## src/rtl/li_sequencer.sv

```systemverilog
// Load-immediate sequencer: turns a 32-bit constant and a destination register
// into the shortest ADDIU / ORI / LUI / LUI+ORI MIPS sequence over a valid/ready stream.
module li_sequencer (
  input  logic        Clk,
  input  logic        Rst_n,
  input  logic        in_valid,
  output logic        in_ready,
  input  logic [31:0] in_value,
  input  logic [4:0]  in_rt,
  output logic        out_valid,
  input  logic        out_ready,
  output logic [31:0] out_instr,
  output logic        out_last
);

  localparam logic [5:0] OP_ADDIU = 6'b001001;
  localparam logic [5:0] OP_ORI   = 6'b001101;
  localparam logic [5:0] OP_LUI   = 6'b001111;

  typedef enum logic [1:0] {
    IDLE  = 2'd0,
    EMIT1 = 2'd1,
    EMIT2 = 2'd2
  } state_t;

  // Returns {two_words, first_word}; first matching form wins.
  function automatic logic [32:0] first_word(input logic [31:0] value,
                                             input logic [4:0]  rt);
    logic [32:0] res;
    if (&value[31:15] || ~|value[31:15])
      res = {1'b0, OP_ADDIU, 5'd0, rt, value[15:0]};
    else if (~|value[31:16])
      res = {1'b0, OP_ORI, 5'd0, rt, value[15:0]};
    else if (~|value[15:0])
      res = {1'b0, OP_LUI, 5'd0, rt, value[31:16]};
    else
      res = {1'b1, OP_LUI, 5'd0, rt, value[31:16]};
    return res;
  endfunction

  state_t      state_q, state_d;
  logic [15:0] lo_q;
  logic [4:0]  rt_q;
  logic        two_q;

  logic        accept;
  logic [32:0] first_sel;
  logic [31:0] second_word;
  logic        valid_d, last_d, ready_d;
  logic [31:0] instr_d;

  assign accept      = in_valid && in_ready;
  assign first_sel   = first_word(in_value, in_rt);
  assign second_word = {OP_ORI, rt_q, rt_q, lo_q};

  // Captured request: only the low half and rt are needed for the ORI word.
  always_ff @(posedge Clk) begin
    if (accept) begin
      lo_q  <= in_value[15:0];
      rt_q  <= in_rt;
      two_q <= first_sel[32];
    end
  end

  always_comb begin
    state_d = state_q;
    valid_d = out_valid;
    instr_d = out_instr;
    last_d  = out_last;
    case (state_q)
      IDLE: begin
        if (accept) begin
          state_d = EMIT1;
          valid_d = 1'b1;
          instr_d = first_sel[31:0];
          last_d  = ~first_sel[32];
        end
      end
      EMIT1: begin
        if (out_ready) begin
          if (two_q) begin
            state_d = EMIT2;
            instr_d = second_word;
            last_d  = 1'b1;
          end else begin
            state_d = IDLE;
            valid_d = 1'b0;
          end
        end
      end
      EMIT2: begin
        if (out_ready) begin
          state_d = IDLE;
          valid_d = 1'b0;
        end
      end
      default: begin
        state_d = IDLE;
        valid_d = 1'b0;
      end
    endcase
    ready_d = (state_d == IDLE);
  end

  // in_ready is registered so it stays low until the first edge after reset release.
  always_ff @(posedge Clk or negedge Rst_n) begin
    if (!Rst_n) begin
      state_q   <= IDLE;
      in_ready  <= 1'b0;
      out_valid <= 1'b0;
      out_instr <= 32'h0;
      out_last  <= 1'b0;
    end else begin
      state_q   <= state_d;
      in_ready  <= ready_d;
      out_valid <= valid_d;
      out_instr <= instr_d;
      out_last  <= last_d;
    end
  end

endmodule

```

## config.mk

```make
export PLATFORM = sky130hd
export DESIGN_NAME = li_sequencer
export DESIGN_NICKNAME = d
export VERILOG_FILES = /design/src/rtl/li_sequencer.sv
export SDC_FILE = /design/constraint.sdc
export NUM_CORES = 1
export LEC_CHECK = 0
export BUFFER_PORTS_ARGS = -buffer_cell sky130_fd_sc_hd__buf_2
export CAP_MARGIN = 20
export CORE_MARGIN = 5
export CORE_UTILIZATION = 47
export CTS_CLUSTER_SIZE = 8
export DETAILED_ROUTE_END_ITERATION = 8
export PLACE_DENSITY = 0.76
export SLEW_MARGIN = 25
export SYNTH_ARGS = -nofsm -noshare
export SYNTH_HDL_FRONTEND = slang
export SYNTH_SLANG_ARGS = --single-unit
export TNS_END_PERCENT = 10
```

## constraint.sdc

```tcl
create_clock -name Clk -period 1.4 [get_ports Clk]
set_clock_uncertainty 0.05 [all_clocks]
set_input_delay 0.07 -clock Clk [delete_from_list [all_inputs] [get_ports Clk]]
set_output_delay 0.07 -clock Clk [all_outputs]
set_load 0.05 [all_outputs]
```

# Word-level counts from Yosys, hierarchy flattened
# Cells that the tools add are included.
# word_totals
regBits,59
output_inout_bits,35
# classes
eq_ne,7
n_mux,21
bitwise_logic,1
reduce_logical,12
# ops
operator,n
two-way mux 33 bit,3
two-way mux 32 bit,3
one-hot mux 32 bit (2 select lines),1
OR reduction 16 bit,2
AND reduction 17 bit,1
OR reduction 17 bit,1
inequality test 2 bit (second input constant),5
two-way mux 2 bit,4
AND reduction 4 bit,2
two-way mux 1 bit,7
one-hot mux 2 bit (3 select lines),1
logical NOT 2 bit,2
one-hot mux 1 bit (3 select lines),1
== test 2 x 1 -> 1 bit (second input constant),1
== test 2 bit (second input constant),1
one-hot mux 1 bit (2 select lines),1
nonzero test 2 bit,1
logical AND 1 bit,1
logical NOT 1 bit,1
logical OR 1 bit,1
NOT 1 bit,1

# Depth between registers and ports, before layout
# depth
ltp_word,7
mapped_depth,6
ltp_nobuf,4

# Least setup slack after synthesis
# Ideal clock, no wire load.
# synth_path
kind,register to register
start,register in_ready
end,register out_instr[10]
setup_time_ns,0.134
arrival_time_ns,1.543
slack_ns,-0.327
path_stages_with_launch,6
period_less_slack_ns,1.727
path_cell_list,dfrtp_1 -> nand3b_4 -> buf_1 -> a221o_1 -> o21ai_0 -> o211ai_2
# synth_via
elab_chain_len,3
# synth_rtl
element,line_no,source
from (decl),7,"output logic in_ready,"
from (signal assigned),115,in_ready <= ready_d;
logical AND 1 bit,52,assign accept = in_valid && in_ready;
inequality test 2 bit (no source line),n/a,
AND reduction 4 bit (no source line),n/a,
to (signal assigned),117,out_instr <= instr_d;
to (decl),12,"output logic [31:0] out_instr,"
# No other way between the ends.
# A chain may end at the register's enable or synchronous reset.

# Final worst setup path
# layout_path
start,register state_q[0]
end,register out_instr[10]
# layout_via
elab_chain_len,3
# layout_rtl
element,line_no,source
from (decl),41,"state_t state_q, state_d;"
from (signal assigned),114,state_q <= state_d;
== test 2 x 1 -> 1 bit / logical NOT 2 bit (equally long branches),70,case (state_q)
inequality test 2 bit (no source line) / nonzero test 2 bit (equally long branches),n/a,
AND reduction 4 bit (no source line),n/a,
# Parallel ways exist; a longest one is shown, timed or not.

==> flow_metrics.py <==
metrics = {
    "global_route": {
        "grt_max_degree": 35,
        "busiest_layer": "met2",
        "grt-ovfl-total": 0,
        "grt_use_met1": 0.279,
        "grt_pass1_vias": 2506,
        "grt.total_usage": 0.214,
        "grt_pass1_wl_um": 12300,
        "grt_util_met3": 0.0369,
        "antenna_found_initial": 0,
        "use_met2": 0.348,
    },
    "setup_path": {
        "path_buf_inv": 1,
        "crit_required_ns": 1.55,
        "cp_cell_sequence": "nand3b_4 > buf_4 > a221o_1 > o21ai_0 > o211ai_2",
        "worstSetupStartpointType": "register",
        "crit_arrival_ns": 1.65,
        "crit_slowest_cell": "dfrtp_2",
        "crit_family": "compound AO/OA/AOI/OAI gates",
        "crit_type": "register to register",
        "critPathMaxFanout": 6,
        "cpPeakStageDelay_ns": 0.46,
        "cp-end-kind": "register",
    },
    "power": {
        "p_leak_nw": 1.55,
        "pwr_density_cell_nw_per_um2": 2190,
        "ir_drop_mv": 1.01,
    },
    "clock_network": {
        "root_buffer": "clkbuf_8",
        "clk_path_buf_depth": 2,
        "cts_buffers": 5,
        "numClockSinks": 56,
        "path_clk_slew_ns": 0.10,
        "htree_levels": 2,
        "clk_latency_ns": 0.31,
        "tritoncts": "built",
    },
    "placement": {
        "dpl_cell_area_um2": 3240,
        "place.gp.congestion": 0.864,
        "hpwl_um": 5160,
        "dpl_worst_slack_ns": -0.117,
        "portBuffers": 73,
    },
    "die": {
        "die_width_um": 85.0,
        "die_area_um2": 7230,
        "start_util": 0.484,
        "die_y_um": 85.0,
        "pin_count": 76,
        "placementRows": 27,
        "core_area_um2": 5470,
    },
    "synthesis": {
        "synth-edff-count": 22,
        "synth_flop_cell": "dfrtp_1",
        "synth_top_area_frac": 0.322,
        "yosysUniqueCellTypes": 36,
        "syn_inst": 221,
        "synth_area_leaders": "dfrtp_1 32%, edfxtp_1 25%, a221o_1 5.7%, o211ai_1 5.7%, o211ai_2 4.7%",
        "avgSynthCellArea_um2": 12.0,
        "yosysTopAreaCell": "dfrtp_1",
        "yosys_warnings": 0,
        "synth-seq-cells": 56,
        "syn-cell-area_um2": 2650,
        "synth_async_sr_flop_share": 0.607,
        "yosysSeqAreaShare": 0.571,
    },
    "run_status": {
        "violations": "negative setup slack",
        "status": "complete, but fails checks",
    },
    "timing": {
        "hold_viol_final": 0,
        "finalSetupViolCount": 25,
        "period_share": 1.07,
        "drv_slew": 0,
        "rsz0062_at_grt": "yes",
        "fin_ws_ns": -0.102,
        "final.min_clock_period_ns": 1.50,
        "fmaxAchievable_mhz": 666,
    },
    "routing": {
        "wire_per_inst_um": 18.0,
        "drt-total-wl_um": 7470,
        "num_vias": 2360,
        "drc": 0,
        "drt-initial-drc-count": 161,
        "antenna_left": 0,
        "vias_per_cell": 5.70,
        "dr.pass1.iters": 4,
    },
    "layout": {
        "layout_commonest_cell": "buf_2",
        "multiInputGateArea_um2": 1040,
        "layout_common_cells": "73 x buf_2, 32 x dfrtp_1, 30 x dlygate4sd3_1",
        "register_area_um2": 1510,
        "syn_to_final_growth_pct": 40.1,
        "final_nets": 382,
        "final_cell_area_um2": 3710,
        "diodes": 0,
        "nFillCells": 440,
        "drive_gt1_frac": 0.421,
    },
    "run": {
        "drv_cap": 0,
    },
    "worst_hold_path": {
        "hp-class": "primary input to register",
    },
}
power breakdown:
group	total (W)	switching [W]	internal, W
Clock	0.000928	0.000532	0.000397
Sequential	0.00266	0.000344	0.00231
Combinational	0.00455	0.00299	0.00156
Total	0.00814	0.00386	0.00427
flip-flops by register name, summed over array words and instances, names as in the netlist:
signal	flops
in_ready	1
lo_q	16
out_last	1
state_q	2
out_instr	29
two_q	1
out_valid	1
rt_q	5
tightest hold or removal path, delay by kind of cell:
family | cells | cell delay (ns)
simple gates | 1 | 0.07
compound gates | 1 | 0.07
buf+inv | 1 | 0.13
metal layers:
| metal | share of wire | wire, um |
|---|---|---|
| met2 | 0.49 | 3670 |
| met1 | 0.41 | 3060 |
| met3 | 0.075 | 562 |
| met5 | 0 | 0 |
| met4 | 0.023 | 169 |
cell families after synthesis:
kind of cell,count (synthesis),synth area share
other,1,0.00142
AND/OR/NAND/NOR,51,0.109
flip-flops,56,0.571
AO/OA/AOI/OAI,85,0.257
buffers and inverters,28,0.0615
cells in the mapped netlist, types with 2 or more instances:
master,number
a21o_1,2
a21oi_1,4
a221o_1,15
a222oi_1,4
a22o_1,5
a31oi_1,2
and2_1,2
and3_1,2
buf_2,9
buf_4,6
clkbuf_1,3
dfrtp_1,34
edfxtp_1,22
inv_1,7
nand2_1,22
nand2b_1,2
nand4_1,4
nor2_1,4
nor4_1,8
o211ai_1,20
o211ai_2,10
o21ai_0,20
layout make-up:
cell class | count | share of cell area
tap | 72 | 0.0243
sequential | 56 | 0.408
clock buffer | 6 | 0.0223
multi-input combinational | 138 | 0.281
timing repair buffer | 133 | 0.254
clock inverter | 2 | 0.00270
inverter | 7 | 0.00810
worst paths after layout:
path | startpoint | end | slack [ns] | cells past startpoint
setup reg to reg | state_q[0]$_DFF_PN0_ | out_instr[10]$_DFFE_PN0P_ | -0.10 | 5
hold reg to reg | out_instr[26]$_DFFE_PN0P_ | out_instr[26]$_DFFE_PN0P_ | 0.44 | 1
setup / recovery | state_q[0]$_DFF_PN0_ | out_instr[10]$_DFFE_PN0P_ | -0.10 | 5
max in group asynchronous | Rst_n | state_q[0]$_DFF_PN0_ | 0.67 | 3
min in group asynchronous | Rst_n | out_instr[8]$_DFFE_PN0P_ | 0.27 | 3
hold / removal | in_value[25] | out_instr[9]$_DFFE_PN0P_ | 0.01 | 3
through the flow:
stage	cells	hold WS, ns	power [W]	TNS [ns]	util
2_1_floorplan	222	-0.276	0.00565	-1.24	-
3_3_place_gp	375	0.0883	0.00688	-1.51	0.592
3_5_place_dp	375	0.0950	0.00694	-2.33	0.592
4_1_cts	414	0.00508	0.00801	-1.98	0.668
5_1_grt	414	0.0144	0.00860	-3.33	0.678
6_report	414	0.0101	0.00814	-1.49	0.678
repair_timing:
item | CTS | global route
hold buffers | 30 | 0
resized for setup | 9 | 18
buffers inserted | 1 | 0
pin swaps | 1 | 2
hold endpoints to repair | 69 | 0
endpoints found under the setup margin | 29 | 31
Power figures use the tool's default switching activity.
